## src/rtl/ntt_addr_gen.sv

```systemverilog
`default_nettype none
// ntt_addr_gen: conflict-free two-bank read/write address schedule for an in-place forward NTT.
// Coefficient x lives in bank ^x at address x>>1; writes trail their reads by BF_LAT+1 cycles.
module ntt_addr_gen #(
  parameter int LOG_N  = 8,
  parameter int BF_LAT = 4,
  localparam int AW    = LOG_N - 1
) (
  input  logic          clk,
  input  logic          rst_n,
  input  logic          start,
  output logic          busy,
  output logic          done,
  output logic          bank_en,
  output logic          ren,
  output logic [AW-1:0] b0_ra,
  output logic [AW-1:0] b1_ra,
  output logic          bf_valid,
  output logic          rd_swap,
  output logic [LOG_N-1:0] tw_idx,
  output logic          wen,
  output logic [AW-1:0] b0_wa,
  output logic [AW-1:0] b1_wa,
  output logic          wr_swap
);

  localparam int SW = $clog2(LOG_N + 1);
  localparam int DW = $clog2(BF_LAT + 2);

  typedef enum logic [1:0] {
    IDLE  = 2'd0,
    RUN   = 2'd1,
    DRAIN = 2'd2,
    DONE  = 2'd3
  } state_t;

  state_t        state, state_n;
  logic [AW-1:0] c, c_n;
  logic [SW-1:0] s, s_n;
  logic [DW-1:0] dcnt, dcnt_n;
  logic          last, last_n;

  always_ff @(posedge clk or negedge rst_n) begin
    if (!rst_n) begin
      state <= IDLE;
      c     <= '0;
      s     <= SW'(LOG_N - 1);
      dcnt  <= '0;
      last  <= 1'b0;
    end else begin
      state <= state_n;
      c     <= c_n;
      s     <= s_n;
      dcnt  <= dcnt_n;
      last  <= last_n;
    end
  end

  // c and s hold the issue presented on the outputs; the stage steps down as c wraps.
  always_comb begin
    state_n = state;
    c_n     = c;
    s_n     = s;
    dcnt_n  = dcnt;
    last_n  = last;
    case (state)
      IDLE: begin
        if (start) begin
          state_n = RUN;
          c_n     = '0;
          s_n     = SW'(LOG_N - 1);
        end
      end
      RUN: begin
        if (c == '1) begin
          state_n = DRAIN;
          c_n     = '0;
          s_n     = (s == '0) ? SW'(LOG_N - 1) : s - SW'(1);
          last_n  = (s == '0);
          dcnt_n  = '0;
        end else begin
          c_n = c + AW'(1);
        end
      end
      DRAIN: begin
        if (dcnt == DW'(BF_LAT)) begin
          state_n = last ? DONE : RUN;
        end else begin
          dcnt_n = dcnt + DW'(1);
        end
      end
      DONE: begin
        state_n = IDLE;
        last_n  = 1'b0;
      end
      default: state_n = IDLE;
    endcase
  end

  logic             issue_n;
  logic [LOG_N-1:0] cz, mask, j, p, tw;
  logic             jb;
  logic [AW-1:0]    ra0, ra1;

  // Addresses are formed from the next-cycle counters so every output leaves a flop.
  always_comb begin
    issue_n = (state_n == RUN);
    cz      = {1'b0, c_n};
    mask    = (LOG_N'(1) << s_n) - LOG_N'(1);
    j       = ((cz & ~mask) << 1) | (cz & mask);
    p       = j | (LOG_N'(1) << s_n);
    jb      = ^j;
    tw      = (LOG_N'(1) << (SW'(LOG_N - 1) - s_n)) + (cz >> s_n);
    ra0     = jb ? p[LOG_N-1:1] : j[LOG_N-1:1];
    ra1     = jb ? j[LOG_N-1:1] : p[LOG_N-1:1];
  end

  logic             sw_t;
  logic [LOG_N-1:0] tw_t, tw_d;
  logic [BF_LAT:0]  v_d, sw_d;
  logic [AW-1:0]    a0_d [BF_LAT+1];
  logic [AW-1:0]    a1_d [BF_LAT+1];

  always_ff @(posedge clk or negedge rst_n) begin
    if (!rst_n) begin
      ren   <= 1'b0;
      b0_ra <= '0;
      b1_ra <= '0;
      sw_t  <= 1'b0;
      tw_t  <= '0;
      tw_d  <= '0;
      busy  <= 1'b0;
      done  <= 1'b0;
      v_d   <= '0;
      sw_d  <= '0;
      for (int k = 0; k <= BF_LAT; k++) begin
        a0_d[k] <= '0;
        a1_d[k] <= '0;
      end
    end else begin
      ren   <= issue_n;
      b0_ra <= issue_n ? ra0 : '0;
      b1_ra <= issue_n ? ra1 : '0;
      sw_t  <= issue_n & jb;
      tw_t  <= issue_n ? tw : '0;
      tw_d  <= tw_t;
      busy  <= (state_n == RUN) || (state_n == DRAIN);
      done  <= (state_n == DONE);
      v_d   <= {v_d[BF_LAT-1:0], ren};
      sw_d  <= {sw_d[BF_LAT-1:0], sw_t};
      a0_d[0] <= b0_ra;
      a1_d[0] <= b1_ra;
      for (int k = 1; k <= BF_LAT; k++) begin
        a0_d[k] <= a0_d[k-1];
        a1_d[k] <= a1_d[k-1];
      end
    end
  end

  assign bank_en  = busy;
  assign bf_valid = v_d[0];
  assign rd_swap  = sw_d[0];
  assign tw_idx   = tw_d;
  assign wen      = v_d[BF_LAT];
  assign b0_wa    = a0_d[BF_LAT];
  assign b1_wa    = a1_d[BF_LAT];
  assign wr_swap  = sw_d[BF_LAT];

endmodule
`default_nettype wire

```

## config.mk

```make
export PLATFORM = sky130hd
export DESIGN_NAME = ntt_addr_gen
export DESIGN_NICKNAME = d
export VERILOG_FILES = /design/src/rtl/ntt_addr_gen.sv
export SDC_FILE = /design/constraint.sdc
export NUM_CORES = 1
export LEC_CHECK = 0
export CORE_MARGIN = 2
export CORE_UTILIZATION = 57
export CTS_CLUSTER_DIAMETER = 30
export DETAILED_ROUTE_END_ITERATION = 12
export PLACE_DENSITY = 0.78
export SLEW_MARGIN = 15
export SYNTH_ARGS = -nofsm -noshare
export SYNTH_HDL_FRONTEND = slang
export SYNTH_SLANG_ARGS = --single-unit
export TNS_END_PERCENT = 20
```

## constraint.sdc

```tcl
create_clock -name clk -period 5.1 [get_ports clk]
set_input_delay 0.51 -clock clk [delete_from_list [all_inputs] [get_ports clk]]
set_output_delay 0.51 -clock clk [all_outputs]
set_load 0.005 [all_outputs]
```

==> flow_summary.toml, run 1 <==
[sta]
fmax_mhz = 224
rsz0062_at_grt = "no"
tightest_slew_ns = 0.969
relSlewSlack = 0.354
finalHoldViolCount = 0
slew_viol_final = 0
fin_crit_ns = 4.47
setup_viol = 0
finalCritPeriodShare = 0.876
fin_worst_skew_ns = 0.0182
fin_tns_setup_ns = 0

[floorplan]
fp.dieW_um = 100
die-area_mm2 = 0.0100
num_io_pins = 47
num_rows = 35
core_mm2 = 0.00911
initial_core_util = 0.577
die-height_um = 100

[clock_tree]
clockBufferDepth = 2
postCtsSetupBuffers = 0
clkTransAtPathRegs_ns = 0.06
cts_resized = 0
holdBufCountCts = 0
cts_root_buffer = "clkbuf_8"
htree_levels = 4
clk_latency_ns = 0.52
cts_tree = "done"
tritoncts.num_buffers = 17
cts_sinks = 131

[yosys]
synth_edf_count = 0
synthesis.nets = 444
yosys_warnings = 0
synthCells = 426
ys_ff_latch = 131
synth_area_mm2 = 0.00525
ys_types = 71
avgSynthCellArea_um2 = 12.3
synth-seq-area-share = 0.625
synth_ff_type = "dfrtp_1"
ys_async_sr_fraction = 1.00

[min_path]
hold_class = "in2async"

[detailed_routing]
dr.pass1.iters = 4
wl_met2_um = 5040
route.detailed.drc = 0
drt-wirelength-per-cell_um = 17.2
wl_met1_um = 4540
vias = 3228
wl_met3_um = 310
antenna_left = 0
drt-initial-drc-count = 162
topRoutingLayerUsed = "met4"
routed_wl_um = 10100
viasPerCell = 5.50

[power_and_ir_drop]
power_density_mw_per_mm2 = 348
leakagePower_nw = 2.70
peakVddDrop_v = 0.000180

[setup_path]
rr_startpoint = "c[0]$_DFF_PN0_"
path_max_fanout = 19
r2r_cells = 15
crit_required_ns = 5.47
end_kind = "flip-flop"
r2r_slack_ns = 0.63
r2r-end = "b1_ra[6]$_DFF_PN0_"
cp_data_arrival_time_ns = 4.84
endpoint = "b1_ra[6]$_DFF_PN0_"
crit_start = "c[0]$_DFF_PN0_"
crit_type = "reg2reg"
start_kind = "flip-flop"

[finish]
final_common_cell = "dfrtp_1"
multiInputGateArea_mm2 = 0.00169
final_core_util = 0.681
drive_above_1_share = 0.137
final_cell_mix = "dfrtp_1, clkdlybuf4s50_1, nand2_1"
nets = 481
antennaDiodeCount = 0
syn_to_final_growth_pct = 18.1
regArea_mm2 = 0.00328
nFillCells = 665

[global_routing]
globalRouteTotalUtil = 0.219
first_global_vias = 3251
gr-total-overflow = 0
antenna_found_initial = 0
grt_start_max_net_pins = 83
grt_pass1_wl_um = 16700

[flow_run]
max-cap-violations = 0

[run_status]
status = "complete, no violations"

[placed_design]
port_buffers = 46
dp_hpwl_um = 6360
gp_congestion = 0.878
## final cells by class
class,count,area share
flip-flops and latches,131,0.529
multi-input cells,244,0.272
repair buffers,47,0.0750
clock buffers,18,0.0673
well taps,111,0.0224
clock inverters,14,0.0189
inverters,22,0.0159
## layer usage
metal | global-route usage | up-vias
li1 | - | 1526
met4 | 0.0969 | 0
met1 | 0.295 | 1612
met5 | 0 | -
met2 | 0.348 | 74
met3 | 0.0481 | 16
## cells in the mapped netlist (5+ instances only)
cell,count,area share
nor2_1,26,0.019
mux2i_1,6,0.011
xnor2_1,6,0.010
and2_1,10,0.012
inv_1,18,0.013
nor3_1,10,0.0095
ha_1,14,0.033
buf_4,18,0.026
clkbuf_1,8,0.0057
a211oi_1,5,0.0071
dfrtp_1,128,0.61
nor3b_1,5,0.0071
a21oi_1,17,0.016
nand3_1,9,0.0086
nor2b_1,6,0.0071
o21ai_1,11,0.010
o21ai_0,18,0.017
nand2_1,33,0.024
## power by group
group	internal, W	leakage (nW)	total (W)	switching, W
Sequential	0.00104	1.51	0.00104	0
Combinational	0.00000180	0.938	0.0000207	0.0000189
Clock	0.000611	0.249	0.00110	0.000491
Total	0.00165	2.70	0.00216	0.000510
## worst min-delay path by stage
| stage | start | to | slack (ns) | cells after the start |
|---|---|---|---|---|
| 2_1_floorplan | rst_n | a0_d[10]$_DFF_PN0_ | 0.21 | 0 |
| 3_5_place_dp | a0_d[25]$_DFF_PN0_ | a0_d[18]$_DFF_PN0_ | 0.33 | 0 |
| 4_1_cts | rst_n | a0_d[12]$_DFF_PN0_ | 0.19 | 1 |
| 3_3_place_gp | a0_d[25]$_DFF_PN0_ | a0_d[18]$_DFF_PN0_ | 0.33 | 0 |
| 6_report | rst_n | a0_d[19]$_DFF_PN0_ | 0.16 | 1 |
| 5_1_grt | rst_n | a0_d[12]$_DFF_PN0_ | 0.24 | 1 |
## registers in the layout (all words and copies together), names as in the netlist, 5 cells and up
signal,cells
b0_ra,7
tw_idx,8
c,7
v_d,5
b1_wa,7
b0_wa,7
b1_ra,7
sw_d,5
a0_d,28
a1_d,28
tw_t,8
## metrics by stage
step,instance area (um2),setup slack (ns),total power [W],std cells,hold slack [ns]
finish,6210,0.632,0.00216,587,0.161
global route,6210,0.343,0.00223,587,0.240
CTS,6210,0.692,0.00218,587,0.190
detailed placement,5670,0.618,0.00108,555,0.335
global placement,5670,0.695,0.00108,555,0.332
floorplan,5250,1.25,0.00106,426,0.214
## worst max-delay path, cell delays in order (launching register included)
cell and delay [ns]:
dfrtp_1 0.43, ha_1 0.23, and3_1 0.38, nand3_2 0.22, mux2_4 0.38, clkinv_8 0.14
nor3_1 0.45, inv_1 0.09, ha_1 0.34, nor2b_1 0.19, xor2_1 0.11, a31oi_2 0.21
xor2_2 0.25, xor3_2 0.45, xor2_2 0.29, o21ai_1 0.16
## cell families after synthesis
| family | share of synthesized area |
|---|---|
| simple gates | 0.116 |
| mux | 0.0229 |
| flops | 0.625 |
| compound gates | 0.114 |
| fa+ha+maj | 0.0372 |
| xor+xnor | 0.0307 |
| buf+inv | 0.0543 |
(Power assumes the default switching activity.)
==> run 2, diff against run 1 <==
--- a/config.mk
+++ b/config.mk
@@ -5,9 +5,11 @@
 export SDC_FILE = /design/constraint.sdc
 export NUM_CORES = 1
 export LEC_CHECK = 0
+export ABC_AREA = 1
 export CORE_MARGIN = 2
 export CORE_UTILIZATION = 57
 export CTS_CLUSTER_DIAMETER = 30
+export CTS_CLUSTER_SIZE = 40
 export DETAILED_ROUTE_END_ITERATION = 12
 export PLACE_DENSITY = 0.78
 export SLEW_MARGIN = 15
==> run 2 against run 1 <==
Utilization up 2.7 points; register-to-register slack gained 0.45 ns; highest routed layer unchanged; critical path type unchanged; final cell count grew 6.8%; flip-flop and latch count stayed put.
==> flow_summary.toml, run 2 <==
[flow_run]
max-cap-violations = 0

[global_routing]
grt_start_max_net_pins = 67
antenna_found_initial = 0
grt_pass1_wl_um = 15900
gr-total-overflow = 0
first_global_vias = 3288
globalRouteTotalUtil = 0.208

[clock_tree]
cts_root_buffer = "clkbuf_8"
clk_latency_ns = 0.51
htree_levels = 4
cts_resized = 0
cts_tree = "done"
clkTransAtPathRegs_ns = 0.06
holdBufCountCts = 0
clockBufferDepth = 2
postCtsSetupBuffers = 0
cts_sinks = 131
tritoncts.num_buffers = 17

[yosys]
avgSynthCellArea_um2 = 11.3
ys_top_cells_by_area = "dfrtp_1, nand2_1, ha_1"
yosys_warnings = 0
synth.top_cell.area_share = 0.616
yosysMostFrequentCell = "dfrtp_1"
synthesis.nets = 479
synth_area_mm2 = 0.00520
ys_async_sr_fraction = 1.00
yosys-top-cells-count = "dfrtp_1, nand2_1, inv_1"
ys_ff_latch = 131
synth-seq-area-share = 0.631
ys_types = 42
synth_edf_count = 0
yosysTopAreaCell = "dfrtp_1"
synthCells = 461
synth_ff_type = "dfrtp_1"

[placed_design]
port_buffers = 46
dp_hpwl_um = 6240
gp_congestion = 0.924
pre_cts_ws_ns = 0.827

[setup_path]
crit_family = "compound AO/OA/AOI/OAI gates"
r2r_cells = 20
crit_required_ns = 5.54
cp_cell_sequence = "ha_1 > nand3_4 > inv_1 > nand2_1 > nand2_1 > o21ai_0 > o21ai_0 > nor2_1 > a21oi_1 > o22ai_1 > ha_1 > inv_1 > fa_1 > o31ai_1 > nand2_1 > inv_1 > nor2_1 > o21bai_1 > o21ai_0 > a21oi_1"
cp_data_arrival_time_ns = 4.46
critical-path-slowest-cell = "o21ai_0"
path_max_fanout = 5
crit_start = "c[0]$_DFF_PN0_"
start_kind = "flip-flop"
crit_type = "reg2reg"
endpoint = "tw_t[6]$_DFF_PN0_"
r2r-end = "tw_t[6]$_DFF_PN0_"
cp.depth = 20
end_kind = "flip-flop"
cp.buffers_inverters = 3
r2r_slack_ns = 1.08
rr_startpoint = "c[0]$_DFF_PN0_"
critPathMaxStageDelay_ns = 0.66

[finish]
final_common_cell = "dfrtp_1"
reg_top3 = "a0_d (28), a1_d (28)"
final_cell_mix = "dfrtp_1, nand2_1, inv_1, clkdlybuf4s50_1, nor2_1"
nets = 525
syn_to_final_growth_pct = 20.0
antennaDiodeCount = 0
drive_above_1_share = 0.164

[sta]
finalCritPeriodShare = 0.788
finalHoldViolCount = 0
fin_crit_ns = 4.02
rsz0062_at_grt = "no"
relSlewSlack = 0.422
fin_tns_setup_ns = 0
fin_ws_ns = 1.08
tightest_slew_ns = 0.866
slew_viol_final = 0
fmax_mhz = 249
setup_viol = 0
fin_worst_skew_ns = 0.00911

[floorplan]
core_mm2 = 0.00881
fp.dieW_um = 99.5
die-height_um = 99.5
num_io_pins = 47
initial_core_util = 0.591
die-area_mm2 = 0.00991
num_rows = 34

[power_and_ir_drop]
leakagePower_nw = 3.00
p_seq_frac = 0.397
p_comb_frac = 0.311
total_power_w = 0.00408
power_density_mw_per_mm2 = 653
p_int_w = 0.00267
swShare = 0.344
switching_power_w = 0.00140
power_frac_clock = 0.292
peakVddDrop_v = 0.000349

[detailed_routing]
viasPerCell = 5.20
dr.pass1.iters = 5
drt-wirelength-per-cell_um = 14.8
vias = 3263
routed_wl_um = 9280
antenna_left = 0
drt-initial-drc-count = 279
route.detailed.drc = 0

[min_path]
hold_class = "in2async"

[run_status]
status = "complete, no violations"
-- run 2: changes by cell type in the layout (fill, tap and decap cells not counted), moves of 6 or more --
cell / before / now
inv_1: 18 / 45
nand2_1: 33 / 82
nand2_2: 2 / 9
nand3_1: 9 / 15
nand3_2: 1 / 12
mux2i_1: 6 / 0
xnor2_1: 6 / 0
and2_1: 10 / 0
o21ai_1: 11 / 3
nor2b_1: 6 / 0
o21ai_0: 18 / 24
-- run 2: how the worst min path moves through the flow --
stage / from / to / depth (start not counted)
detailed placement: a0_d[18]$_DFF_PN0_ / a0_d[11]$_DFF_PN0_ / 0
global route: rst_n / v_d[4]$_DFF_PN0_ / 1
global placement: a0_d[17]$_DFF_PN0_ / a0_d[10]$_DFF_PN0_ / 0
finish: rst_n / a0_d[7]$_DFF_PN0_ / 1
floorplan: rst_n / a0_d[10]$_DFF_PN0_ / 0
CTS: rst_n / a0_d[8]$_DFF_PN0_ / 1
-- run 2: cell type report --
type / count / area (um2)
clock buffer: 19 / 442
tap: 108 / 135
clock inverter: 12 / 146
multi-input combinational: 258 / 1570
timing repair buffer: 48 / 473
fill: 593 / 2560
inverter: 51 / 199
sequential: 131 / 3280
-- run 2: worst register-to-register path, cell delays in order, from the launching register on --
cell and delay [ns]:
dfrtp_1 0.42, ha_1 0.28, nand3_4 0.15, inv_1 0.06, nand2_1 0.09, nand2_1 0.13
o21ai_0 0.66, o21ai_0 0.22, nor2_1 0.13, a21oi_1 0.07, o22ai_1 0.17, ha_1 0.18
inv_1 0.06, fa_1 0.41, o31ai_1 0.31, nand2_1 0.08, inv_1 0.08, nor2_1 0.04
o21bai_1 0.17, o21ai_0 0.11, a21oi_1 0.13
-- run 2: power groups by stage --
stage                     registers, W  logic (W)  clock network, W
after global placement         0.00161    0.00124                 0
final                          0.00162    0.00127           0.00119
after global routing           0.00166    0.00142           0.00126
after detailed placement       0.00163    0.00126                 0
after CTS                      0.00163    0.00128           0.00121
after floorplan                0.00159   0.000920                 0
-- run 2: per-stage QoR --
step | area, um2 | utilization | instances | hold slack (ns)
floorplan | 5200 | - | 461 | 0.214
global placement | 5650 | 0.642 | 596 | 0.332
detailed placement | 5650 | 0.642 | 596 | 0.335
CTS | 6240 | 0.709 | 627 | 0.0963
global route | 6240 | 0.709 | 627 | 0.154
finish | 6240 | 0.709 | 627 | 0.0682
-- run 2: cells by family (layout without fill, tap and decap cells) --
logic type,after synthesis,after routing,share of synthesized area
fa+ha+maj,15,15,0.0375
simple gates,179,179,0.193
compound gates,63,63,0.0688
buf+inv,72,130,0.0683
flops,131,131,0.631
xor+xnor,1,1,0.00168
-- run 2: routing by layer --
| metal | global-route usage | part of all wire |
|---|---|---|
| met3 | 0.0478 | 0.042 |
| met2 | 0.327 | 0.49 |
| met5 | 0 | 0 |
| met1 | 0.280 | 0.45 |
| met4 | 0.0885 | 0.017 |
==> run 3, diff against run 2 <==
--- a/config.mk
+++ b/config.mk
@@ -7,11 +7,11 @@
 export LEC_CHECK = 0
 export ABC_AREA = 1
 export CORE_MARGIN = 2
-export CORE_UTILIZATION = 57
+export CORE_UTILIZATION = 51
 export CTS_CLUSTER_DIAMETER = 30
 export CTS_CLUSTER_SIZE = 40
 export DETAILED_ROUTE_END_ITERATION = 12
-export PLACE_DENSITY = 0.78
+export PLACE_DENSITY = 0.74
 export SLEW_MARGIN = 15
 export SYNTH_ARGS = -nofsm -noshare
 export SYNTH_HDL_FRONTEND = slang
==> constraint.sdc (replaced) <==
create_clock -name clk -period 3.5 [get_ports clk]
set_input_delay 0.35 -clock clk [delete_from_list [all_inputs] [get_ports clk]]
set_output_delay 0.35 -clock clk [all_outputs]
set_load 0.005 [all_outputs]
==> run 3 against run 2 <==
Combinational power is 110% higher; sequential share of layout area is 5.7 points lower; final area is 12% higher; critical endpoint is now tw_t[7]$_DFF_PN0_; non-clock buffer count is 53 higher; critical path depth is 6 higher; maximum frequency is 17% higher; clock-buffer cell count is 1 lower; highest routed layer unchanged; flip-flop and latch count stayed put; setup slack worse by 1.0 ns; hold slack better by 0.27 ns.
==> flow_summary.toml, run 3 (synthesis gave the netlist of run 2 again) <==
[run_status]
status = "complete, no violations"

[placed_design]
gp_congestion = 0.908
dp_hpwl_um = 6550
port_buffers = 46

[global_routing]
first_global_vias = 3605
gr-total-overflow = 0
globalRouteTotalUtil = 0.200
grt_start_max_net_pins = 112
grt_pass1_wl_um = 17200
antenna_found_initial = 0

[floorplan]
die-height_um = 105
core_mm2 = 0.00982
num_rows = 36
die-area_mm2 = 0.0110
initial_core_util = 0.530
fp.dieW_um = 105
num_io_pins = 47

[clock_tree]
clockBufferDepth = 2
cts_tree = "done"
tritoncts.num_buffers = 17
cts_root_buffer = "clkbuf_8"
htree_levels = 4
cts_sinks = 131
clkTransAtPathRegs_ns = 0.06
clk_latency_ns = 0.51

[finish]
final_cell_mix = "dfrtp_1, nand2_1, buf_4"
antennaDiodeCount = 0
drive_above_1_share = 0.313
syn_to_final_growth_pct = 34.7
regArea_mm2 = 0.00328
nets = 580
multiInputGateArea_mm2 = 0.00184
final_common_cell = "dfrtp_1"
nFillCells = 663
reg_top3 = "a0_d (28), a1_d (28)"

[power_and_ir_drop]
leakagePower_nw = 3.34
power_density_mw_per_mm2 = 980
peakVddDrop_v = 0.000526

[sta]
fin_worst_skew_ns = 0.0105
fin_tns_setup_ns = 0
finalHoldViolCount = 0
fin_crit_ns = 3.44
finalCritPeriodShare = 0.982
setup_viol = 0
slew_viol_final = 0
fmax_mhz = 291
relSlewSlack = 0.382
hold-worst-slack_ns = 0.343
rsz0062_at_grt = "yes"
tightest_slew_ns = 0.927

[setup_path]
cp_data_arrival_time_ns = 3.87
crit_type = "reg2reg"
path_max_fanout = 6
critPathMaxStageDelay_ns = 0.43
r2r_slack_ns = 0.06
crit_required_ns = 3.93
cp_common_cell = "nor2_1"
rr_startpoint = "c[1]$_DFF_PN0_"
r2r_cells = 26
end_kind = "flip-flop"
critical-path-slowest-cell = "dfrtp_1"
start_kind = "flip-flop"
r2r-end = "tw_t[7]$_DFF_PN0_"

[min_path]
min_to = "v_d[3]$_DFF_PN0_"
min_from = "v_d[2]$_DFF_PN0_"
hold_class = "reg2reg"
hold_depth = 0

[detailed_routing]
viasPerCell = 5.09
drt-wirelength-per-cell_um = 15.2
drt-initial-drc-count = 217
route.detailed.drc = 0
dr.pass1.iters = 5
antenna_left = 0
vias = 3604
routed_wl_um = 10800

[flow_run]
max-cap-violations = 0
[run 3: how the worst max path moves through the flow]
stage | end | depth (start not counted) | start
2_1_floorplan | tw_t[7]$_DFF_PN0_ | 25 | c[0]$_DFF_PN0_
3_3_place_gp | tw_t[6]$_DFF_PN0_ | 20 | start
3_5_place_dp | tw_t[7]$_DFF_PN0_ | 23 | start
4_1_cts | tw_t[7]$_DFF_PN0_ | 24 | c[0]$_DFF_PN0_
5_1_grt | tw_t[7]$_DFF_PN0_ | 26 | c[1]$_DFF_PN0_
6_report | tw_t[7]$_DFF_PN0_ | 26 | c[1]$_DFF_PN0_
[run 3: stage by stage]
step,instances,utilization,worst slack (ns),total power [W],cell area [um2]
after global placement,650,0.602,-0.120,0.00433,5910
after detailed placement,650,0.602,-0.145,0.00440,5910
after floorplan,461,-,0.264,0.00365,5200
after CTS,683,0.670,0.00228,0.00639,6580
final,708,0.713,0.0633,0.00687,7010
after global routing,708,0.713,-0.200,0.00724,7010
[run 3: layout make-up]
| class | instances | share of cell area |
|---|---|---|
| timing repair buffer | 101 | 0.127 |
| multi-input combinational | 260 | 0.262 |
| clock inverter | 14 | 0.0273 |
| sequential | 131 | 0.469 |
| inverter | 51 | 0.0295 |
| tap | 133 | 0.0238 |
| clock buffer | 18 | 0.0611 |
[run 3: metal layers]
layer / vias up / wire length [um] / track usage
met4: 0 / 210 / 0.0914
met3: 24 / 326 / 0.0443
met5: - / 0 / 0
met1: 1808 / 4590 / 0.252
met2: 82 / 5640 / 0.332
li1: 1690 / - / -
[run 3: timing repair]
item                                    CTS  global route
cloned                                    0             2
setup buffers                             0            23
pin swaps                                 0            31
resized for setup                        12            64
endpoints found under the hold margin    24             0
hold buffers                              1             0
endpoints found under the setup margin    7            18
[run 3: critical path, delay by kind of cell (launching register included)]
family	cells	cell delay, ns
flops	1	0.43
buf+inv	4	0.35
compound gates	7	0.91
simple gates	13	1.20
fa+ha+maj	2	0.46
[run 3: report_power, final]
group | internal [W] | total (W) | switching (W)
Clock | 0.00113 | 0.00183 | 0.000703
Combinational | 0.00116 | 0.00266 | 0.00150
Sequential | 0.00211 | 0.00237 | 0.000255
